File: src/rtl/sepia_frame_writer_pkg.sv
// Shared types and helpers for the sepia frame writer.
// Latency: n/a (types, constants and a pure function only).
// Backpressure: n/a.
package sepia_frame_writer_pkg;

  localparam int FRAME_W_DEF = 640;
  localparam int FRAME_H_DEF = 480;
  localparam int ADDR_W_DEF  = 18;

  localparam int HALF_W = 18;          // one RGB666 pixel
  localparam int WORD_W = 2 * HALF_W;  // one memory word = two pixels

  typedef logic [HALF_W-1:0] half_t;

  // Left pixel (even x) lives in the upper half of the word.
  typedef struct packed {
    half_t hi;
    half_t lo;
  } word_t;

  // RGB888 -> RGB666 by keeping the top six bits of each channel.
  function automatic half_t pack666(input logic [7:0] r,
                                    input logic [7:0] g,
                                    input logic [7:0] b);
    return {r[7:2], g[7:2], b[7:2]};
  endfunction

endpackage

File: src/rtl/sepia_frame_writer_fifo.sv
// Synchronous show-ahead FIFO holding {address, word} entries for the writer.
// Latency: a push is visible at head the cycle after it is written.
// Backpressure: push while full is ignored unless a pop happens in the same cycle.
//
// Ports: clk/rst_n (async active-low), push/din write side, pop read side,
//        full/empty status, head = oldest entry (valid while !empty).
module pix_word_fifo #(
  parameter int WIDTH = 54,
  parameter int DEPTH = 8
) (
  input  logic             clk,
  input  logic             rst_n,
  input  logic             push,
  input  logic [WIDTH-1:0] din,
  input  logic             pop,
  output logic             full,
  output logic             empty,
  output logic [WIDTH-1:0] head
);

  localparam int PW = $clog2(DEPTH);
  localparam logic [PW:0] FULL_CNT = DEPTH[PW:0];

  logic [PW-1:0]    wr_ptr_q, wr_ptr_d;
  logic [PW-1:0]    rd_ptr_q, rd_ptr_d;
  logic [PW:0]      count_q, count_d;
  logic [WIDTH-1:0] mem_q [DEPTH];
  logic [WIDTH-1:0] mem_d [DEPTH];
  logic             do_push;
  logic             do_pop;

  assign full  = (count_q == FULL_CNT);
  assign empty = (count_q == '0);
  assign head  = mem_q[rd_ptr_q];

  // When full, the write slot equals the head slot; a same-cycle pop frees it.
  assign do_pop  = pop & ~empty;
  assign do_push = push & (~full | do_pop);

  always_comb begin
    wr_ptr_d = wr_ptr_q;
    rd_ptr_d = rd_ptr_q;
    count_d  = count_q;
    mem_d    = mem_q;
    if (do_push) begin
      mem_d[wr_ptr_q] = din;
      wr_ptr_d        = wr_ptr_q + 1'b1;
    end
    if (do_pop) begin
      rd_ptr_d = rd_ptr_q + 1'b1;
    end
    case ({do_push, do_pop})
      2'b10:   count_d = count_q + 1'b1;
      2'b01:   count_d = count_q - 1'b1;
      default: count_d = count_q;
    endcase
  end

  always_ff @(posedge clk or negedge rst_n) begin
    if (!rst_n) begin
      wr_ptr_q <= '0;
      rd_ptr_q <= '0;
      count_q  <= '0;
      for (int i = 0; i < DEPTH; i++) begin
        mem_q[i] <= '0;
      end
    end else begin
      wr_ptr_q <= wr_ptr_d;
      rd_ptr_q <= rd_ptr_d;
      count_q  <= count_d;
      mem_q    <= mem_d;
    end
  end

endmodule

File: src/rtl/sepia_frame_writer.sv
// Packs sepia-filtered pixel pairs into 36-bit words and writes them to the frame buffer.
// Latency: odd pixel presented in cycle 0 is queued at end of cycle 4; mem_req rises in cycle 5.
// Backpressure: FIFO absorbs mem_ack stalls; a word arriving at a full FIFO with no pop is dropped (overflow).
//
// Ports: clk, rst (async active-low); in_valid/in_sof/in_x/in_y alongside the
//        sepia input; pix_r/g/b from the sepia output; mem_req/mem_addr/mem_data/
//        mem_ack write port; overflow, pair_err sticky flags; frame_done pulse.
module sepia_frame_writer
  import sepia_frame_writer_pkg::*;
#(
  parameter int FILTER_LAT = 4,
  parameter int FRAME_W    = FRAME_W_DEF,
  parameter int FRAME_H    = FRAME_H_DEF,
  parameter int ADDR_W     = ADDR_W_DEF,
  parameter int FIFO_DEPTH = 8
) (
  input  logic              clk,
  input  logic              rst,
  input  logic              in_valid,
  input  logic              in_sof,
  input  logic [9:0]        in_x,
  input  logic [8:0]        in_y,
  input  logic [7:0]        pix_r,
  input  logic [7:0]        pix_g,
  input  logic [7:0]        pix_b,
  output logic              mem_req,
  output logic [ADDR_W-1:0] mem_addr,
  output logic [WORD_W-1:0] mem_data,
  input  logic              mem_ack,
  output logic              overflow,
  output logic              pair_err,
  output logic              frame_done
);

  localparam int ENTRY_W = ADDR_W + WORD_W;
  localparam logic [ADDR_W-1:0] LINE_WORDS = ADDR_W'(FRAME_W / 2);
  localparam logic [ADDR_W-1:0] LAST_ADDR  = ADDR_W'(FRAME_H * FRAME_W / 2 - 1);

  // Side-band delay line matching the sepia pipeline depth.
  logic       dl_vld_q [FILTER_LAT];
  logic       dl_vld_d [FILTER_LAT];
  logic       dl_sof_q [FILTER_LAT];
  logic       dl_sof_d [FILTER_LAT];
  logic [9:0] dl_x_q   [FILTER_LAT];
  logic [9:0] dl_x_d   [FILTER_LAT];
  logic [8:0] dl_y_q   [FILTER_LAT];
  logic [8:0] dl_y_d   [FILTER_LAT];

  // Pending left half-word and sticky status.
  logic              pend_vld_q, pend_vld_d;
  half_t             pend_half_q, pend_half_d;
  logic [ADDR_W-1:0] pend_addr_q, pend_addr_d;
  logic              ovf_q, ovf_d;
  logic              perr_q, perr_d;
  logic              frame_done_q, frame_done_d;

  // Aligned view of the delay line (lines up with pix_*).
  logic              a_vld;
  logic              a_sof;
  logic [9:0]        a_x;
  logic [8:0]        a_y;
  logic [ADDR_W-1:0] a_addr;
  logic              a_in_range;
  half_t             new_half;
  logic              pend_live;
  logic              word_push;
  word_t             push_word;

  // FIFO side.
  logic               fifo_full;
  logic               fifo_empty;
  logic               fifo_pop;
  logic [ENTRY_W-1:0] fifo_head;
  logic [ADDR_W-1:0]  head_addr;

  always_comb begin
    dl_vld_d[0] = in_valid;
    dl_sof_d[0] = in_valid & in_sof;
    dl_x_d[0]   = in_x;
    dl_y_d[0]   = in_y;
    for (int i = 1; i < FILTER_LAT; i++) begin
      dl_vld_d[i] = dl_vld_q[i-1];
      dl_sof_d[i] = dl_sof_q[i-1];
      dl_x_d[i]   = dl_x_q[i-1];
      dl_y_d[i]   = dl_y_q[i-1];
    end
  end

  assign a_vld      = dl_vld_q[FILTER_LAT-1];
  assign a_sof      = dl_sof_q[FILTER_LAT-1];
  assign a_x        = dl_x_q[FILTER_LAT-1];
  assign a_y        = dl_y_q[FILTER_LAT-1];
  assign a_in_range = (int'(a_x) < FRAME_W) && (int'(a_y) < FRAME_H);
  // Both pixels of a pair map to the same word address.
  assign a_addr     = ADDR_W'(a_y) * LINE_WORDS + ADDR_W'(a_x[9:1]);
  assign new_half   = pack666(pix_r, pix_g, pix_b);
  assign push_word  = '{hi: pend_half_q, lo: new_half};

  assign fifo_pop   = ~fifo_empty & mem_ack;
  assign head_addr  = fifo_head[ENTRY_W-1:WORD_W];

  always_comb begin
    pend_vld_d   = pend_vld_q;
    pend_half_d  = pend_half_q;
    pend_addr_d  = pend_addr_q;
    ovf_d        = ovf_q;
    perr_d       = perr_q;
    pend_live    = pend_vld_q;
    word_push    = 1'b0;
    frame_done_d = fifo_pop && (head_addr == LAST_ADDR);

    if (a_vld) begin
      // Start of frame wipes state first; the sof pixel is then processed normally.
      if (a_sof) begin
        pend_live = 1'b0;
        ovf_d     = 1'b0;
        perr_d    = 1'b0;
      end
      pend_vld_d = pend_live;

      if (!a_in_range) begin
        perr_d = 1'b1;
      end else if (!a_x[0]) begin
        // A new left pixel always wins; an orphaned older half is an error.
        if (pend_live) begin
          perr_d = 1'b1;
        end
        pend_vld_d  = 1'b1;
        pend_half_d = new_half;
        pend_addr_d = a_addr;
      end else if (pend_live && (pend_addr_q == a_addr)) begin
        word_push  = 1'b1;
        pend_vld_d = 1'b0;
      end else begin
        perr_d = 1'b1;
      end
    end

    if (word_push && fifo_full && !fifo_pop) begin
      ovf_d = 1'b1;
    end
  end

  always_ff @(posedge clk or negedge rst) begin
    if (!rst) begin
      for (int i = 0; i < FILTER_LAT; i++) begin
        dl_vld_q[i] <= 1'b0;
        dl_sof_q[i] <= 1'b0;
        dl_x_q[i]   <= '0;
        dl_y_q[i]   <= '0;
      end
      pend_vld_q   <= 1'b0;
      pend_half_q  <= '0;
      pend_addr_q  <= '0;
      ovf_q        <= 1'b0;
      perr_q       <= 1'b0;
      frame_done_q <= 1'b0;
    end else begin
      dl_vld_q     <= dl_vld_d;
      dl_sof_q     <= dl_sof_d;
      dl_x_q       <= dl_x_d;
      dl_y_q       <= dl_y_d;
      pend_vld_q   <= pend_vld_d;
      pend_half_q  <= pend_half_d;
      pend_addr_q  <= pend_addr_d;
      ovf_q        <= ovf_d;
      perr_q       <= perr_d;
      frame_done_q <= frame_done_d;
    end
  end

  pix_word_fifo #(
    .WIDTH (ENTRY_W),
    .DEPTH (FIFO_DEPTH)
  ) u_fifo (
    .clk   (clk),
    .rst_n (rst),
    .push  (word_push),
    .din   ({pend_addr_q, push_word}),
    .pop   (fifo_pop),
    .full  (fifo_full),
    .empty (fifo_empty),
    .head  (fifo_head)
  );

  assign mem_req    = ~fifo_empty;
  assign mem_addr   = head_addr;
  assign mem_data   = fifo_head[WORD_W-1:0];
  assign overflow   = ovf_q;
  assign pair_err   = perr_q;
  assign frame_done = frame_done_q;

endmodule

File: config.mk
export PLATFORM = sky130hd
export DESIGN_NAME = sepia_frame_writer
export DESIGN_NICKNAME = d
export VERILOG_FILES = /design/src/rtl/sepia_frame_writer_pkg.sv /design/src/rtl/sepia_frame_writer_fifo.sv /design/src/rtl/sepia_frame_writer.sv
export SDC_FILE = /design/constraint.sdc
export NUM_CORES = 1
export LEC_CHECK = 0
export CAP_MARGIN = 5
export CELL_PAD_IN_SITES_DETAIL_PLACEMENT = 0
export CELL_PAD_IN_SITES_GLOBAL_PLACEMENT = 1
export CORE_UTILIZATION = 35
export DETAILED_ROUTE_END_ITERATION = 16
export PLACE_DENSITY_LB_ADDON = 0.2
export SYNTH_ARGS = -nofsm -noshare
export SYNTH_HDL_FRONTEND = slang
export SYNTH_SLANG_ARGS = --single-unit
File: constraint.sdc
create_clock -name clk -period 4.7 [get_ports clk]
set_clock_uncertainty 0.1 [all_clocks]
set_input_delay 1.41 -clock clk [delete_from_list [all_inputs] [get_ports clk]]
set_output_delay 1.41 -clock clk [all_outputs]
set_load 0.02 [all_outputs]
==> flow_summary_export.csv <==
group,metric,value,unit
die,fp.dieArea,72000,um2
timing,setup_total_negative_slack,0,ps
setup_path,worst_path_largest_cell_delay,450,ps
layout,antennaDiodeCount,0,
yosys,mappedNetlistArea,24800,um2
die,floorplan.die.width,268,um
clock_network,tritoncts,"built",
setup_path,timing.critical_path.arrival,4860,ps
die,die_h,268,um
yosys,synth_top_cell_area_share,57.0,%
timing,fmax,226,MHz
die,core,70100,um2
power_and_ir_drop,power.leakage,13.9,nW
layout,syn_to_layout_area_delta,17.5,%
clock_network,clkSlewWorstSetupHoldPaths,60,ps
setup_path,timing.critical_path.depth,18,
place,dp_hpwl,35.8,mm
die,rows,97,
global_route,grt_antenna_before_repair,0,
setup_path,worst_setup_path_start_kind,"flop",
yosys,synth_enable_flop_cells,0,
yosys,async_reset_ff_share,100,%
timing,worstMarginPinSlew,1050,ps
setup_path,worst_ep_required_time,5130,ps
setup_path,reg2reg_depth,18,
power_and_ir_drop,powerDensity,403,nW/um2
clock_network,cts_max_path_buffers,3,
global_route,grt_remaining_overflow,0,
clock_network,cts_made_buffers,60,
setup_path,timing.critical_path.to_type,"flop",
layout,layout.cells.non_filler,2687,
place,globalplace.congestion,0.740,
global_route,grt_first_pass_wirelength,91.8,mm
global_route,globalRouteTotalUtil,16.9,%
timing,period_needed,4430,ps
clock_network,ctsHtreeMaxLevel,2,
yosys,area_contributors_post_synth,"sky130_fd_sc_hd__dfrtp_1 (57%), sky130_fd_sc_hd__mux2_2 (14%), sky130_fd_sc_hd__mux4_2 (9.8%), sky130_fd_sc_hd__mux2_1 (8.1%), sky130_fd_sc_hd__nand2_1 (1.6%)",
timing,slew_headroom,29.7,%
die,initial_utilization,35.4,%
place,io_buffer_count,99,
routing,routed_wirelength,58.5,mm
setup_path,path_cells,"ha_1 -> ha_1 -> inv_1 -> fa_1 -> nand2b_1 -> a21o_2 -> xnor2_1 -> nand3_1 -> or3_1 -> o21ai_0 -> nor3_2 -> nand4_1 -> ha_2 -> buf_4 -> nor4bb_1 -> a211oi_1 -> a211oi_1 -> xor2_1",
yosys,yosys.cell_count.top_type,"sky130_fd_sc_hd__dfrtp_1",
routing,drtAntennaViolNets,0,
run,timing.max_cap.violations,0,
setup_path,setup.worst_path.class,"flop to flop",
timing,layout_worst_path_cycle_share,94.3,%
timing,final_max_slew_viol_count,0,
layout,finalNetCount,1774,
yosys,synth.ff_latch_count,566,
setup_path,cp_slowest_cell,"sky130_fd_sc_hd__fa_1",
global_route,via_count_of_the_first_global_routing_pass,14700,
clock_network,clock_sink_count,566,
power_and_ir_drop,power.total,11.8,mW
layout,n_fill_cell,6474,
setup_path,cpLargestDelayFamily,"simple AND/OR/NAND/NOR gates",
yosys,syn-mean-instance-area,15.7,um2
clock_network,clk_root_buffer_cell,"sky130_fd_sc_hd__clkbuf_16",
routing,detail_route.vias_per_cell,5.01,
routing,wl_per_cell,21.8,um
routing,drcViolationCount,0,
routing,vias,13400,
layout,final_cell_area,29200,um2
power_and_ir_drop,max_rail_drop_vdd,0.254,mV
setup_path,worstPathBufferInverterCount,2,
hold_path,timing.hold.worst.class,"flop to flop",
yosys,synthesis.instances,1582,
timing,report.final.hold_viol_count,0,
global_route,grt_max_degree,82,
place,dpl-instance-area,27200,um2
yosys,synth.largest_area_cell,"sky130_fd_sc_hd__dfrtp_1",
timing,grt_setup_unrepaired,"yes",
outcome,run_status,"completed",
hold_path,min_path_cells,0,
routing,drtIter0Drc,724,
routing,drt_pre_antenna_iters,4,
place,placed_cells,2574,
yosys,yosys.cell_types.count,59,
yosys,synth_fp_nets,1654,
timing,timing.final.setup_violations,0,
setup_path,crit_path_max_fanout,5,
layout,final_layout_size_suffix_gt1_share,34.5,%
yosys,synth-seq-area-share,57.0,%
yosys,netlist_top_cells_count,"sky130_fd_sc_hd__dfrtp_1 (566), sky130_fd_sc_hd__mux2_2 (311), sky130_fd_sc_hd__mux2_1 (179), sky130_fd_sc_hd__mux4_2 (108), sky130_fd_sc_hd__nand2_1 (103)",
timing,hold_ws,217,ps
clock_network,ctsHoldBuffers,0,
yosys,yosys_most_used_dff,"sky130_fd_sc_hd__dfrtp_1",
die,top_level_ports,106,
yosys,ys_warn_count,0,
clock_network,insertion_delay,620,ps
-- kinds of logic after synthesis --
kind of cell,synth area share (%)
buffers and inverters,3.05
multiplexers,32.1
AO/OA/AOI/OAI,1.34
AND/OR/NAND/NOR,3.53
XOR/XNOR,1.70
flip-flops,57.0
adder cells (fa/ha/maj),1.27
-- report_power, final --
part           leakage [nW]  switching (mW)  internal, mW
Combinational          5.34            1.04         0.908
Sequential             7.64           0.329          5.02
Clock                 0.907            1.94          2.52
Total                  13.9            3.31          8.44
-- per-stage QoR --
step / util (%) / setup slack (ps)
global placement: 38.8 / 85.5
CTS: 41.5 / 15.5
global route: 41.6 / -58.4
detailed placement: 38.8 / 96.2
finish: 41.6 / 270
floorplan: - / 376
-- worst paths after layout --
check	startpoint	end	slack [ps]
max	a_y[3]	u_fifo.count_q[3]	270
min	dl_x_d[13]	dl_x_d[3]	220
max reg2reg	a_y[3]	u_fifo.count_q[3]	270
min reg2reg	dl_x_d[13]	dl_x_d[3]	220
max in group asynchronous	rst	u_fifo.mem_q[114]	2670
min in group asynchronous	rst	u_fifo.mem_q[409]	700
-- worst register-to-register path: stages, from the launching register on --
cell                       delay [ps]
sky130_fd_sc_hd__dfrtp_1          400
sky130_fd_sc_hd__ha_1             290
sky130_fd_sc_hd__ha_1             190
sky130_fd_sc_hd__inv_1             70
sky130_fd_sc_hd__fa_1             450
sky130_fd_sc_hd__nand2b_1         200
sky130_fd_sc_hd__a21o_2           250
sky130_fd_sc_hd__xnor2_1          200
sky130_fd_sc_hd__nand3_1          130
sky130_fd_sc_hd__or3_1            440
sky130_fd_sc_hd__o21ai_0          230
sky130_fd_sc_hd__nor3_2            80
sky130_fd_sc_hd__nand4_1          190
sky130_fd_sc_hd__ha_2             230
sky130_fd_sc_hd__buf_4            120
sky130_fd_sc_hd__nor4bb_1         230
sky130_fd_sc_hd__a211oi_1          90
sky130_fd_sc_hd__a211oi_1         290
sky130_fd_sc_hd__xor2_1           170
-- layout by cell type, fill, tap and decap left out, types with 3 or more instances in the layout --
master,count
sky130_fd_sc_hd__a211oi_1,4
sky130_fd_sc_hd__dfrtp_4,3
sky130_fd_sc_hd__xor3_1,3
sky130_fd_sc_hd__a211o_1,4
sky130_fd_sc_hd__dfrtp_1,563
sky130_fd_sc_hd__clkbuf_1,19
sky130_fd_sc_hd__clkbuf_16,60
sky130_fd_sc_hd__nor3_1,8
sky130_fd_sc_hd__mux4_2,108
sky130_fd_sc_hd__or2_2,3
sky130_fd_sc_hd__mux2_2,311
sky130_fd_sc_hd__ha_1,21
sky130_fd_sc_hd__nand2_1,103
sky130_fd_sc_hd__nand4_1,8
sky130_fd_sc_hd__inv_1,11
sky130_fd_sc_hd__xnor2_1,22
sky130_fd_sc_hd__a21oi_1,5
sky130_fd_sc_hd__and2_1,5
sky130_fd_sc_hd__buf_4,35
sky130_fd_sc_hd__xor2_1,11
sky130_fd_sc_hd__clkbuf_8,7
sky130_fd_sc_hd__and3_4,6
sky130_fd_sc_hd__nor4_2,3
sky130_fd_sc_hd__clkinv_4,3
sky130_fd_sc_hd__clkinv_2,13
sky130_fd_sc_hd__nand2b_1,6
sky130_fd_sc_hd__nor2_1,12
sky130_fd_sc_hd__o21ai_0,17
sky130_fd_sc_hd__clkdlybuf4s50_1,98
sky130_fd_sc_hd__a21o_1,3
sky130_fd_sc_hd__mux2_1,179
sky130_fd_sc_hd__nand3_1,7
sky130_fd_sc_hd__buf_12,35
-- per-layer routing --
metal	vias to the layer above	share of wire, %	track usage (%)
met1	7217	47	23.5
met3	70	3.1	2.34
met2	165	48	27.9
li1	5997	-	-
met4	0	1.7	4.38
met5	-	0	0
-- repair_timing --
item / 4_1_cts / 5_1_grt
setup buffers: 1 / 5
gates resized for setup: 0 / 8
setup endpoints to repair: 45 / 391
pin swaps: 0 / 2
cloned: 0 / 0
-- cell type report --
cell class | count | area, um2 | share of cell area (%)
repair buffers | 169 | 1960 | 6.72
inverters | 11 | 41.3 | 0.142
well taps | 940 | 1180 | 4.03
clock buffers | 86 | 1670 | 5.72
flip-flops and latches | 566 | 14200 | 48.6
clock inverters | 21 | 165 | 0.566
multi-input cells | 894 | 9980 | 34.2
-- registers in the layout, indices dropped and copies added, names as in the netlist, 4 cells and up --
name and count:
u_fifo.count_q 4, a_x 10, pend_addr_q 18, pend_half_q 18, dl_y_d 27, a_y 9
dl_x_d 30, u_fifo.mem_q 432
No activity file was read; power rests on OpenSTA's default activity.
